## config.mk

```make
export PLATFORM = sky130hd
export DESIGN_NAME = param_updown_counter
export DESIGN_NICKNAME = d
export VERILOG_FILES = /design/src/rtl/param_updown_counter.sv
export SDC_FILE = /design/constraint.sdc
export NUM_CORES = 1
export LEC_CHECK = 0
export ABC_AREA = 1
export ABC_CLOCK_PERIOD_IN_PS = 3200
export BUFFER_PORTS_ARGS = -buffer_cell sky130_fd_sc_hd__buf_4
export CAP_MARGIN = 20
export CELL_PAD_IN_SITES_DETAIL_PLACEMENT = 1
export CELL_PAD_IN_SITES_GLOBAL_PLACEMENT = 2
export CORE_MARGIN = 2
export CORE_UTILIZATION = 25
export DETAILED_ROUTE_END_ITERATION = 8
export GPL_TIMING_DRIVEN = 0
export PLACE_DENSITY = 0.88
export SLEW_MARGIN = 10
export SYNTH_ARGS = -nofsm -noshare
export SYNTH_HDL_FRONTEND = slang
export SYNTH_SLANG_ARGS = --single-unit
```

## constraint.sdc

```tcl
create_clock -name clk -period 3.2 [get_ports clk]
set_input_delay 0.48 -clock clk [delete_from_list [all_inputs] [get_ports clk]]
set_output_delay 0.48 -clock clk [all_outputs]
set_load 0.02 [all_outputs]
```

## src/rtl/param_updown_counter.sv

```systemverilog
// Parameterised modulo-N up/down counter with parallel load, wrap/saturate boundary
// handling, a one-cycle wrap pulse and a sticky boundary-event flag.
module param_updown_counter #(
    parameter int unsigned     WIDTH     = 4,
    parameter longint unsigned MODULUS   = 16,
    parameter longint unsigned RESET_VAL = 0
) (
    input  logic             clk,
    input  logic             reset,
    input  logic             en,
    input  logic             up_dn,
    input  logic             load,
    input  logic [WIDTH-1:0] load_val,
    input  logic             sat_mode,
    input  logic             clr_ovf,
    output logic [WIDTH-1:0] count,
    output logic             tc,
    output logic             wrap,
    output logic             ovf
);

    // MODULUS may be 2**WIDTH (up to 2**32), hence the 64-bit parameter types.
    localparam logic [WIDTH-1:0] TOP_VAL  = WIDTH'(MODULUS - 1);
    localparam logic [WIDTH-1:0] INIT_VAL = WIDTH'(RESET_VAL);

    logic [WIDTH-1:0] r_count;
    logic             r_wrap;
    logic             r_ovf;

    logic [WIDTH-1:0] w_terminal;
    logic [WIDTH-1:0] w_load_clamped;
    logic [WIDTH-1:0] w_count_nxt;
    logic             w_at_term;
    logic             w_boundary;
    logic             w_wrap_nxt;
    logic             w_ovf_nxt;

    assign w_terminal     = up_dn ? TOP_VAL : '0;
    assign w_at_term      = (r_count == w_terminal);
    assign w_boundary     = en & ~load & w_at_term;
    assign w_load_clamped = (64'(load_val) < MODULUS) ? load_val : TOP_VAL;

    always_comb begin
        // NOTE: every output of this block gets a default first so no path leaves
        // a variable unassigned, which would otherwise infer a latch.
        w_count_nxt = r_count;
        w_wrap_nxt  = 1'b0;
        w_ovf_nxt   = r_ovf & ~clr_ovf;

        if (load) begin
            w_count_nxt = w_load_clamped;
        end else if (en) begin
            if (w_at_term) begin
                // Boundary event: sticky flag wins over a same-cycle clear.
                w_ovf_nxt = 1'b1;
                if (!sat_mode) begin
                    w_count_nxt = up_dn ? '0 : TOP_VAL;
                    w_wrap_nxt  = 1'b1;
                end
            end else if (up_dn) begin
                w_count_nxt = r_count + WIDTH'(1);
            end else begin
                w_count_nxt = r_count - WIDTH'(1);
            end
        end
    end

    always_ff @(posedge clk) begin
        // NOTE: state registers use non-blocking assignments so every flop samples
        // the pre-edge values regardless of statement order.
        if (reset) begin
            r_count <= INIT_VAL;
            r_wrap  <= 1'b0;
            r_ovf   <= 1'b0;
        end else begin
            r_count <= w_count_nxt;
            r_wrap  <= w_wrap_nxt;
            r_ovf   <= w_ovf_nxt;
        end
    end

    assign count = r_count;
    assign tc    = w_at_term;
    assign wrap  = r_wrap;
    assign ovf   = r_ovf;

    // w_boundary documents the event condition; it is folded into the next-state logic.
    logic w_unused;
    assign w_unused = w_boundary;

endmodule

```

-- After elaboration in Yosys (flattened, before gate mapping)
Cells that the tools add are included.
- equal/unequal tests: 2
- bitwise operators: 4
- muxes and demuxes: 11
- reductions and logical operators: 3
- $add $sub $neg: 2
- operators by type and width (operator ; number):
    $mux 4 ; 7
    $add 4x1->4 const B ; 1
    $eq 4x4->1 ; 1
    $mux 1 ; 4
    $reduce_or 4->1 ; 1
    $sub 4x1->4 const B ; 1
    $ne 3x3->1 const B ; 1
    $not 1->1 ; 3
    $reduce_and 2->1 ; 1
    $reduce_bool 2->1 ; 1
    $and 1x1->1 ; 1
- logic and storage cells: 25
- bits in registers: 6
- output and inout port bits: 7
- bits of input ports: 11

-- Depth between registers and ports, before layout
- depth after elaboration: 5
- mapped depth: 11
- mapped depth without buffers: 11

-- Least setup slack after synthesis
OpenSTA, ideal clock, no wires.
- path kind: input port to output port
- from: input up_dn
- to: output tc
- arrival time: 1.205 ns
- path slack: 1.515 ns
- required time: 2.720 ns
- stages: 6
- buffers on the path: 0
- cells stage by stage: inv_2 ha_1 nand2_1 inv_2 nand2_4 nor2_8
- word-level cells in the longest chain between the ends: 2
- RTL lines (item ; line ; source):
    from (decl) ; 11 ; input logic up_dn,
    $mux 4 ; 38 ; assign w_terminal = up_dn ? TOP_VAL : '0;
    $eq 4x4->1 ; 39 ; assign w_at_term = (r_count == w_terminal);
    to (decl) ; 17 ; output logic tc,
No other way between the ends.

-- Final worst setup path
Ends and elaborated chain as after synthesis.

==> metrics.txt <==
outcome=finished clean; Combinational Power Share=38.5%; clock sink total=6; Placement Rows=16; area of placed instances=659 um2; I/O Buffers=17; Setup-failing EPs final=0; non-filler cells in the finished layout=between 100 and 150; Worst Path Required=2.72 ns; Seq/Total Area, Yosys=24.1%; Internal Power=0.000166 W; Netlist cell types=19; Vias=between 500 and 600; reg2reg setup slack=around 1.8 ns; worst-path fanout max=7; first-pass GRT wire length=~2.3 mm; hold path depth=2; leak pwr=approximately 0.37 nW; hpwl dp=1.04 mm; DRT Pass-1 Iters=4; Worst Clk Skew=0.0102 ns; WHS Endpoint=wrap; clock power share=roughly 28%; CTS Hold Buffers Added=0; final worst path period need=a little under 2 ns; routed len/inst=9.95 um; post-synthesis cell count=75; VDD IR max=around 0.15 mV; overall routing resource usage=11.9%; Clk Latency, worst-skew pair=between 0.2 and 0.3 ns; CTS tree=built; Worst Setup End Kind=primary output; core area=1920 um2; Remaining Overflow, GRT=0; Syn Nets=89; switch share=36.5%; RSZ-0062 raised after global routing=false; DRC=0; vias per std cell=4.21; Starting Density=between 20% and 30%; Die Y=slightly below 50 um; P&R area growth vs syn=36.9%; final core utilization=35.5%; Seq pwr share=approximately 33%; Max Fclk=~500 MHz; PD cells=~380 nW/um2; CP startpoint kind=input port; Cell Area, Synth=roughly 500 um2; ant diodes=0; vias in the first global route=slightly above 500; Final Cell Area=682 um2; GP Congestion=between 0.7 and 0.8; Setup TNS Final=0 ns; Hold Crit Start=sat_mode; Fin. Hold Viols=0; Post-CTS Resized=0; total wire length=roughly 1.2 mm; postcts setup bufs=0; Tcrit/Tclk final=62.0%; worst slew pin tran=around 0.29 ns; YS warnings=0; Register-to-Register Path Depth=10; Die Area=between 2000 and 2500 um2; htree depth=1; Post-Synthesis Mean Instance Area=6.64 um2; DR iter-0 viols=4; placed cell count=119; Yosys reg bits=6; die width=between 40 and 50 um; switching power=0.0000954 W; antenna violations before repair=0; Top Ports=18; Worst EP arrival=approximately 1.5 ns; worst hold slack=just over 0.4 ns; HP Class=in2reg; Max Cap Viol=0; Final #Nets=111; ANT nets after route=0; reg2reg start=count[2]; largest net degree at the start of global routing=8; TritonCTS Buffers=3; slew margin rel.=about four fifths; r2r endpoint=count[1]; Crit Path Category=in2out; Root Driver=clkbuf_4; Clock Path Buffers=2; Clock Pin Slew Worst Setup and Hold Paths=about 0.060 ns; layout cells sized above 1=a little over a third; Slew Limit Fails=0
[power by group through the flow]
| stage | combinational (W) | sequential, W | clock [W] |
|---|---|---|---|
| 3_3_place_gp | 0.000100 | 0.0000887 | 0 |
| 5_1_grt | 0.000113 | 0.0000887 | 0.0000813 |
| 3_5_place_dp | 0.000103 | 0.0000890 | 0 |
| 2_1_floorplan | 0.0000622 | 0.0000943 | 0 |
| 6_report | 0.000101 | 0.0000871 | 0.0000737 |
| 4_1_cts | 0.000103 | 0.0000874 | 0.0000767 |
[flip-flops by register name (all words and copies together) (netlist names)]
register / cells
wrap: 1
ovf: 1
count: 4
[worst max-delay path, stage by stage]
cell	delay, ns
buf_4	0.10
inv_2	0.07
ha_1	0.33
nand2_1	0.07
inv_2	0.08
nand2_4	0.06
nor2_8	0.14
buf_4	0.16
[synthesized netlist by cell type]
cell,instances,area (um2)
a21oi_1,1,5.00
nand2_2,3,18.8
ha_1,2,25.0
inv_2,3,11.3
nor2_8,1,20.0
dfxtp_1,6,120
xnor2_1,1,8.76
or2_2,1,6.26
fa_1,1,20.0
nand2_1,17,63.8
nand2_4,4,45.0
nand4_1,1,6.26
a21oi_2,1,8.76
o31ai_1,1,7.51
nor2_1,18,67.6
nand3_1,3,15.0
nand3_2,1,10.0
o21ai_0,1,5.00
inv_1,9,33.8
[metrics by stage]
step / power [W] / setup slack [ns]
2_1_floorplan: 0.000156 / 1.52
3_3_place_gp: 0.000189 / 1.21
3_5_place_dp: 0.000192 / 1.20
4_1_cts: 0.000268 / 1.20
5_1_grt: 0.000283 / 1.14
6_report: 0.000262 / 1.22
[layer usage]
metal	wire length, um	up-vias	share of wire, %	track usage (%)
li1	-	269	-	-
met1	503	229	41	14.1
met2	610	16	50	20.8
met3	100	0	8.2	2.78
met4	0	0	0	4.29
met5	0	-	0	0
[worst max-delay path by stage]
stage / end / startpoint / cells after the start / slack (ns)
floorplan: tc / up_dn / 6 / 1.52
global placement: tc / up_dn / 8 / 1.21
detailed placement: tc / up_dn / 8 / 1.20
CTS: tc / up_dn / 8 / 1.20
global route: tc / up_dn / 8 / 1.14
finish: tc / up_dn / 8 / 1.22
[cells by family (layout without fill, tap and decap cells)]
logic type	Yosys count	count (layout)	synth area share (%)
AOI/OAI and AO/OA	4	4	5.28
xor gates and xnor gates	1	1	1.76
adders and majority gates	3	3	9.04
buffers and inverters	12	32	9.04
DFF	6	6	24.1
and+or+nand+nor	49	49	50.8
[placed cells by master, fill, tap and decap left out, types with 2 or more instances in the layout]
master and instances:
dfxtp_1 6, nand2_4 4, clkbuf_4 3, nand3_1 3, ha_1 2, nand2_1 17
nor2_1 18, nand2_2 3, inv_1 9, buf_4 17, inv_2 3
[cell type report]
class | instances | area, um2
fill | 267 | 1240
multi-input combinational | 57 | 333
timing repair buffer | 17 | 128
sequential | 6 | 120
inverter | 12 | 45.0
tap | 27 | 33.8
clock buffer | 3 | 22.5
(Power assumes the default switching activity.)
